--- config.mk ---
export PLATFORM = sky130hd
export DESIGN_NAME = rocket_pool_flat
export DESIGN_NICKNAME = d
export VERILOG_FILES = /design/src/rtl/galaga_pkg.sv /design/src/rtl/rocket_pool_if.sv /design/src/rtl/lowest_free_enc.sv /design/src/rtl/rocket_pool.sv /design/src/flat_wrapper.sv
export SDC_FILE = /design/constraint.sdc
export NUM_CORES = 1
export LEC_CHECK = 0
export CORE_MARGIN = 4
export CORE_UTILIZATION = 46
export DETAILED_ROUTE_END_ITERATION = 12
export DONT_BUFFER_PORTS = 1
export GPL_ROUTABILITY_DRIVEN = 0
export GPL_TIMING_DRIVEN = 0
export PLACE_DENSITY = 0.67
export SETUP_SLACK_MARGIN = 0.2
export SLEW_MARGIN = 0
export SYNTH_ARGS = -nofsm -noshare
export SYNTH_HDL_FRONTEND = slang
export SYNTH_SLANG_ARGS = --single-unit
--- constraint.sdc ---
create_clock -name i_Clk -period 6 [get_ports i_Clk]
set_clock_uncertainty 0.1 [all_clocks]
set_input_delay 1.2 -clock i_Clk [delete_from_list [all_inputs] [get_ports i_Clk]]
set_output_delay 1.2 -clock i_Clk [all_outputs]
set_load 0.1 [all_outputs]
--- src/rtl/galaga_pkg.sv ---
// galaga_pkg -- shared types for the Galaga-style game blocks.
//   coord_t  : 10-bit pixel coordinate
//   slot_t   : one rocket slot record (active flag + position)
//   SCREEN_W / SCREEN_H : visible screen size in pixels
package galaga_pkg;

    localparam int SCREEN_W = 640;
    localparam int SCREEN_H = 480;

    typedef logic [9:0] coord_t;

    typedef struct packed {
        logic   active;
        coord_t x;
        coord_t y;
    } slot_t;

endpackage

--- src/rtl/rocket_pool_if.sv ---
// rocket_pool_if -- game-side bus of the rocket pool.
//   master : game logic / bench (drives frame_tick, enable, shoot, ship_x/y, hit)
//   slave  : rocket_pool (drives active, rock_x/y, fired, dropped, free_count)
interface rocket_pool_if #(
    parameter int N_SLOTS = 15
);
    logic                                  frame_tick;
    logic                                  enable;
    logic                                  shoot;
    galaga_pkg::coord_t                    ship_x;
    galaga_pkg::coord_t                    ship_y;
    logic [N_SLOTS-1:0]                    hit;
    logic [N_SLOTS-1:0]                    active;
    galaga_pkg::coord_t [N_SLOTS-1:0]      rock_x;
    galaga_pkg::coord_t [N_SLOTS-1:0]      rock_y;
    logic                                  fired;
    logic                                  dropped;
    logic [5:0]                            free_count;

    modport master (
        output frame_tick, enable, shoot, ship_x, ship_y, hit,
        input  active, rock_x, rock_y, fired, dropped, free_count
    );

    modport slave (
        input  frame_tick, enable, shoot, ship_x, ship_y, hit,
        output active, rock_x, rock_y, fired, dropped, free_count
    );
endinterface

--- src/rtl/lowest_free_enc.sv ---
// lowest_free_enc -- priority encoder returning the lowest set bit.
//   i_free  : one bit per slot, 1 = slot available
//   o_idx   : index of the lowest available slot (0 when none)
//   o_found : at least one slot available
module lowest_free_enc #(
    parameter int N     = 15,
    parameter int IDX_W = 4
) (
    input  logic [N-1:0]     i_free,
    output logic [IDX_W-1:0] o_idx,
    output logic             o_found
);

    // Scan from the top down so the lowest set bit is the last to write.
    always_comb begin
        o_idx = '0;
        for (int i = N - 1; i >= 0; i--) begin
            if (i_free[i]) o_idx = IDX_W'(i);
        end
    end

    assign o_found = |i_free;

endmodule

--- src/rtl/rocket_pool.sv ---
// rocket_pool -- fixed pool of player rockets, advanced once per video frame.
//   i_Clk     : system clock, rising edge
//   i_Reset_n : synchronous active-low reset
//   io_bus    : rocket_pool_if.slave (frame_tick/enable/shoot/ship/hit in,
//               active/rock_x/rock_y/fired/dropped/free_count out, all registered)
module rocket_pool
    import galaga_pkg::*;
#(
    parameter int N_SLOTS   = 15,
    parameter int SPEED     = 4,
    parameter int COOLDOWN  = 8,
    parameter int AUTO_FIRE = 0,
    parameter int SPAWN_OFS = 8
) (
    input  logic          i_Clk,
    input  logic          i_Reset_n,
    rocket_pool_if.slave  io_bus
);

    localparam int IDX_W = (N_SLOTS > 1) ? $clog2(N_SLOTS) : 1;

    slot_t              r_slots [N_SLOTS];
    slot_t              w_nxt   [N_SLOTS];
    logic [7:0]         r_cooldown;
    logic               r_shoot_prev;
    logic               r_fired;
    logic               r_dropped;
    logic [5:0]         r_free_count;

    logic [N_SLOTS-1:0] w_free;
    logic [IDX_W-1:0]   w_free_idx;
    logic               w_found;
    logic [7:0]         w_cd_dec;
    logic               w_req;
    logic               w_fire;
    logic               w_drop;
    coord_t             w_spawn_y;
    logic [5:0]         w_free_count;

    // Allocation looks only at registered state, so a slot freed this cycle
    // is not reusable until a later frame.
    always_comb begin
        for (int i = 0; i < N_SLOTS; i++) w_free[i] = ~r_slots[i].active;
    end

    lowest_free_enc #(.N(N_SLOTS), .IDX_W(IDX_W)) u_enc (
        .i_free  (w_free),
        .o_idx   (w_free_idx),
        .o_found (w_found)
    );

    // Auto-fire gates on the cooldown as it will stand after this frame's
    // decrement, so shots land exactly COOLDOWN frames apart.
    assign w_cd_dec  = (r_cooldown != 8'd0) ? r_cooldown - 8'd1 : 8'd0;
    assign w_req     = io_bus.frame_tick & io_bus.shoot &
                       ((AUTO_FIRE != 0) ? (w_cd_dec == 8'd0) : ~r_shoot_prev);
    assign w_fire    = w_req & io_bus.enable & w_found;
    assign w_drop    = w_req & io_bus.enable & ~w_found;
    assign w_spawn_y = (io_bus.ship_y < coord_t'(SPAWN_OFS)) ? '0
                     : io_bus.ship_y - coord_t'(SPAWN_OFS);

    always_comb begin
        w_free_count = 6'(N_SLOTS);
        for (int i = 0; i < N_SLOTS; i++) begin
            w_nxt[i] = r_slots[i];
            if (io_bus.hit[i] && r_slots[i].active) begin
                // Hit wins over move/retire in any cycle.
                w_nxt[i].active = 1'b0;
            end else if (io_bus.frame_tick) begin
                if (r_slots[i].active) begin
                    // Retire instead of letting y underflow past the top.
                    if (r_slots[i].y >= coord_t'(SPEED))
                        w_nxt[i].y = r_slots[i].y - coord_t'(SPEED);
                    else
                        w_nxt[i].active = 1'b0;
                end else if (w_fire && (w_free_idx == IDX_W'(i))) begin
                    w_nxt[i].active = 1'b1;
                    w_nxt[i].x      = io_bus.ship_x;
                    w_nxt[i].y      = w_spawn_y;
                end
            end
            w_free_count = w_free_count - 6'(w_nxt[i].active);
        end
    end

    always_ff @(posedge i_Clk) begin
        if (!i_Reset_n) begin
            for (int i = 0; i < N_SLOTS; i++) r_slots[i] <= '0;
            r_cooldown   <= 8'd0;
            r_shoot_prev <= 1'b0;
            r_fired      <= 1'b0;
            r_dropped    <= 1'b0;
            r_free_count <= 6'(N_SLOTS);
        end else begin
            for (int i = 0; i < N_SLOTS; i++) r_slots[i] <= w_nxt[i];
            r_fired      <= w_fire;
            r_dropped    <= w_drop;
            r_free_count <= w_free_count;
            if (io_bus.frame_tick) begin
                r_shoot_prev <= io_bus.shoot;
                r_cooldown   <= w_fire ? 8'(COOLDOWN) : w_cd_dec;
            end
        end
    end

    always_comb begin
        io_bus.active = '0;
        io_bus.rock_x = '0;
        io_bus.rock_y = '0;
        for (int i = 0; i < N_SLOTS; i++) begin
            io_bus.active[i] = r_slots[i].active;
            io_bus.rock_x[i] = r_slots[i].x;
            io_bus.rock_y[i] = r_slots[i].y;
        end
    end

    assign io_bus.fired      = r_fired;
    assign io_bus.dropped    = r_dropped;
    assign io_bus.free_count = r_free_count;

endmodule

--- src/flat_wrapper.sv ---
// flat-port wrapper written by rule: the top's interface ports become plain ports
module rocket_pool_flat import galaga_pkg::*;
#(
    parameter int N_SLOTS   = 15,
    parameter int SPEED     = 4,
    parameter int COOLDOWN  = 8,
    parameter int AUTO_FIRE = 0,
    parameter int SPAWN_OFS = 8
)
  (i_Clk, i_Reset_n, io_bus_frame_tick, io_bus_enable, io_bus_shoot, io_bus_ship_x, io_bus_ship_y, io_bus_hit, io_bus_active, io_bus_rock_x, io_bus_rock_y, io_bus_fired, io_bus_dropped, io_bus_free_count);
  rocket_pool_if #(.N_SLOTS(N_SLOTS)) io_bus_i ();
  input  logic i_Clk;
  input  logic i_Reset_n;
  input wire logic [$bits(io_bus_i.frame_tick)-1:0] io_bus_frame_tick;
  input wire logic [$bits(io_bus_i.enable)-1:0] io_bus_enable;
  input wire logic [$bits(io_bus_i.shoot)-1:0] io_bus_shoot;
  input wire logic [$bits(io_bus_i.ship_x)-1:0] io_bus_ship_x;
  input wire logic [$bits(io_bus_i.ship_y)-1:0] io_bus_ship_y;
  input wire logic [$bits(io_bus_i.hit)-1:0] io_bus_hit;
  output wire logic [$bits(io_bus_i.active)-1:0] io_bus_active;
  output wire logic [$bits(io_bus_i.rock_x)-1:0] io_bus_rock_x;
  output wire logic [$bits(io_bus_i.rock_y)-1:0] io_bus_rock_y;
  output wire logic [$bits(io_bus_i.fired)-1:0] io_bus_fired;
  output wire logic [$bits(io_bus_i.dropped)-1:0] io_bus_dropped;
  output wire logic [$bits(io_bus_i.free_count)-1:0] io_bus_free_count;
  assign io_bus_i.frame_tick = io_bus_frame_tick;
  assign io_bus_i.enable = io_bus_enable;
  assign io_bus_i.shoot = io_bus_shoot;
  assign io_bus_i.ship_x = io_bus_ship_x;
  assign io_bus_i.ship_y = io_bus_ship_y;
  assign io_bus_i.hit = io_bus_hit;
  assign io_bus_active = io_bus_i.active;
  assign io_bus_rock_x = io_bus_i.rock_x;
  assign io_bus_rock_y = io_bus_i.rock_y;
  assign io_bus_fired = io_bus_i.fired;
  assign io_bus_dropped = io_bus_i.dropped;
  assign io_bus_free_count = io_bus_i.free_count;
  rocket_pool #(.N_SLOTS(N_SLOTS), .SPEED(SPEED), .COOLDOWN(COOLDOWN), .AUTO_FIRE(AUTO_FIRE), .SPAWN_OFS(SPAWN_OFS)) u_core (.i_Clk(i_Clk), .i_Reset_n(i_Reset_n), .io_bus(io_bus_i));
endmodule
==> flow_summary.yaml <==
status:
  outcome: "finished clean"
logic_synthesis:
  synth_seq_cells: 324
  netlist_instances: 1966
  post_synth_instance_area_mm2: 0.01598
  synth_seq_area_share_pct: 40.58
  most_instantiated_flip_flop_cell_in_the_synthesis_netlist: "sky130_fd_sc_hd__dfxtp_1"
  mappedNetlistNets: 2061
  synth_edf_count: 0
  post-synth-top-area-cell: "sky130_fd_sc_hd__dfxtp_1"
  async_reset_ff_share_pct: 0
  ys.warnings.count: 0
  avgSynthCellArea_um2: 8.130
  synth.distinct_cells: 78
  synth_top_area_share_pct: 40.58
  synth.area.top_cells: "sky130_fd_sc_hd__dfxtp_1 41%, sky130_fd_sc_hd__nand2_1 9.6%, sky130_fd_sc_hd__a21boi_0 6.7%, sky130_fd_sc_hd__o21ai_0 4.0%, sky130_fd_sc_hd__a21oi_1 3.6%"
clock_tree:
  post_cts_hold_buffer_count: 0
  cts_root_buf: "sky130_fd_sc_hd__clkbuf_16"
  clk_sinks: 324
  cts-root-to-sink-buffers: 3
  worst_setup_hold_path_clk_slew_ns: 0.06
  worstSkewPairLatency_ns: 0.54
  tritoncts: "done"
  h-tree-depth: 2
  tritoncts.num_buffers: 37
timing:
  timing.fmax_mhz: 176.2
  slew_viol_final: 0
  setup_total_negative_slack_ns: 0
  setup-violations-final: 0
  maxSlewHeadroom_pct: 17.68
  grt_setup_unrepaired: "no"
  hold_viol: 0
  post-route-period-util_pct: 94.59
  tightest_slew_ns: 1.233
  finalWorstPathRequiredPeriod_ns: 5.675
grt:
  track_usage_pct: 31.71
  grt_antenna_before_repair: 3
  grt_remaining_overflow: 0
  wire_length_of_the_first_global_routing_pass_mm: 92.87
  number_of_global_route_vias_before_repair: 14520
  largest_net_degree_at_the_start_of_global_routing: 14
pwr:
  power_frac_seq_pct: 47.8
  internal_power_mw: 3.472
  share_comb_of_total_power_pct: 4.7
  p_clk_share_pct: 47.5
  power_per_cell_area_mw_per_mm2: 248.9
  total_switching_power_mw: 1.132
  vdd_ir_drop_max_v: 0.0002010
  switching_share_of_power_pct: 24.58
  leakagePower_nw: 7.071
setup_path:
  cp_startpoint_kind: "primary input"
  timing.critical_path.cells: "buf_4 -> nand4b_1 -> buf_6 -> buf_6 -> nor4_4 -> buf_4 -> or2_2 -> buf_4 -> a31o_4 -> fa_2 -> ha_1 -> inv_1 -> fa_1 -> inv_1 -> fa_1 -> inv_1 -> fa_1 -> inv_1 -> ha_1 -> inv_1 -> ha_2 -> fa_2 -> xor2_1 -> and2_1"
  cpLargestDelayFamily: "adder cells"
  cp_max_fo: 9
  cp.buffers_inverters: 10
  worst_r2r_startpoint: "u_core.r_slots[0][314]"
  timing.critical_path.mode_cell: "sky130_fd_sc_hd__inv_1"
  cp_slowest_cell: "sky130_fd_sc_hd__fa_1"
  rrSetupSlack_ns: 0.42
  critPathRequiredTime_ns: 6.32
  critical_path_arrival_ns: 6.00
  criticalPathCategory: "primary input to flop"
  timing.critical_path.slowest_cell_delay_ns: 0.55
  setup.worst_path.end_class: "flop"
  cp-startpoint: "io_bus_frame_tick"
routing:
  via_per_inst: 6.085
  detailedRoute.firstIterationViolations: 1807
  ant_nets: 0
  drt_first_pass_iters: 6
  drt_wl_total_mm: 63.46
  via_count: 15250
  wl_per_cell_um: 25.31
  drc_errors_left: 0
cells_and_area:
  antenna-diode-count: 0
  fin_area_mm2: 0.01850
  post_route_cells_drive_above_1_share_pct: 14.52
  area_growth_pct: 15.73
  finalNetCount: 2123
  n_fill_cell: 3212
floorplan:
  rows: 68
  ios: 363
  die-width_um: 194.4
  core_area_mm2: 0.03437
  start_util_pct: 46.50
  die_h_um: 194.4
  die_area_mm2: 0.03780
min_path:
  hold_path.class: "flop to flop"
  hold_path.startpoint: "u_core.r_shoot_prev"
place:
  detailed_place.area_mm2: 0.01664
  detailed_place_hpwl_mm: 46.26
  portBuffers: 0
job:
  maxCapViolCount: 0
[worst paths after layout]
path,endpoint,depth (start not counted)
worst max register to register,u_core.io_bus.free_count[3],18
worst max-delay path,u_core.io_bus.free_count[4],24
worst min-delay path,u_core.r_shoot_prev,2
worst min register to register,u_core.r_shoot_prev,2
[worst min-delay path: cells and delay by family, from the launching register on]
kind / cells / cell delay, ns
mux: 1 / 0.07
simple gates: 1 / 0.10
flops: 1 / 0.33
[cells by family after synthesis]
family	Yosys count	share of synthesized area [%]
AO/OA/AOI/OAI	538	22.41
AND/OR/NAND/NOR	760	22.08
flip-flops	324	40.58
adder cells (fa/ha/maj)	55	4.822
multiplexers	28	1.769
XOR/XNOR	63	3.452
buffers and inverters	198	4.884
[cell usage after synthesis, drive strengths merged, types with 12 or more instances]
library cell and n:
inv 71, buf 20, xnor2 29, nand3 22
nor2 97, mux2i 26, dfxtp 324, clkbuf 106
nand2b 16, nor4 22, a31oi 12, and2 30
o211a 14, o21a 15, a21boi 151, nor2b 46
xor2 34, o21ai 129, a21oi 117, nor3 47
ha 44, nand2 407
[metal layers]
metal  vias to the layer above  wire, um  GRT usage, %
met5                         -        13             0
met3                       190      8582         13.61
li1                       6910         -             -
met1                      7243     24090         38.29
met4                         2      2750         12.42
met2                       909     28020         50.20
[layout by cell type, fill, tap and decap left out, types with 45 or more instances in the layout]
| cell | count |
|---|---|
| sky130_fd_sc_hd__nand2_1 | 407 |
| sky130_fd_sc_hd__dfxtp_1 | 214 |
| sky130_fd_sc_hd__a21boi_0 | 142 |
| sky130_fd_sc_hd__o21ai_0 | 124 |
| sky130_fd_sc_hd__a21oi_1 | 114 |
| sky130_fd_sc_hd__clkbuf_1 | 104 |
| sky130_fd_sc_hd__nor2_1 | 95 |
| sky130_fd_sc_hd__dfxtp_2 | 81 |
| sky130_fd_sc_hd__inv_1 | 66 |
| sky130_fd_sc_hd__nor2b_1 | 45 |
[power by group through the flow]
stage / logic (mW) / registers (mW) / clock network [mW]
floorplan: 0.106 / 2.26 / 0
global placement: 0.203 / 2.26 / 0
detailed placement: 0.206 / 2.26 / 0
CTS: 0.208 / 2.20 / 2.21
global route: 0.224 / 2.20 / 2.29
finish: 0.216 / 2.20 / 2.19
[sequential cells by signal (all words and copies together) (netlist names)]
| name | count |
|---|---|
| u_core.r_slots | 315 |
| u_core.io_bus.free_count | 6 |
| u_core.r_shoot_prev | 1 |
| u_core.io_bus.dropped | 1 |
| u_core.io_bus.fired | 1 |
[final cells by class]
| cell class | instances | area (um^2) | share of cell area (%) |
|---|---|---|---|
| Timing Repair Buffer | 24 | 195.2 | 1.055 |
| Buffer | 125 | 566.8 | 3.064 |
| Clock inverter | 8 | 72.57 | 0.3923 |
| Sequential cell | 324 | 6696 | 36.20 |
| Inverter | 72 | 270.3 | 1.461 |
| Clock buffer | 55 | 1066 | 5.763 |
| Multi-Input combinational cell | 1444 | 9062 | 48.99 |
| Tap cell | 455 | 569.3 | 3.077 |
[metrics by stage]
step	worst slack [ns]	power (mW)	instances	utilization, %	hold WS, ns
2_1_floorplan	0.2119	2.364	1966	-	0.3893
3_3_place_gp	-0.9335	2.462	2421	48.33	0.4068
3_5_place_dp	-0.9559	2.466	2423	48.41	0.4213
4_1_cts	0.2099	4.624	2491	52.67	0.4414
5_1_grt	0.1780	4.718	2507	53.82	0.4799
6_report	0.3245	4.604	2507	53.82	0.4454
[what timing repair did]
| action | 4_1_cts | 5_1_grt |
|---|---|---|
| resized for setup | 127 | 111 |
| setup endpoints to repair | 5 | 4 |
| pin swaps | 7 | 15 |
| cloned | 0 | 1 |
| setup buffers | 5 | 16 |
Power figures use the tool's default switching activity.
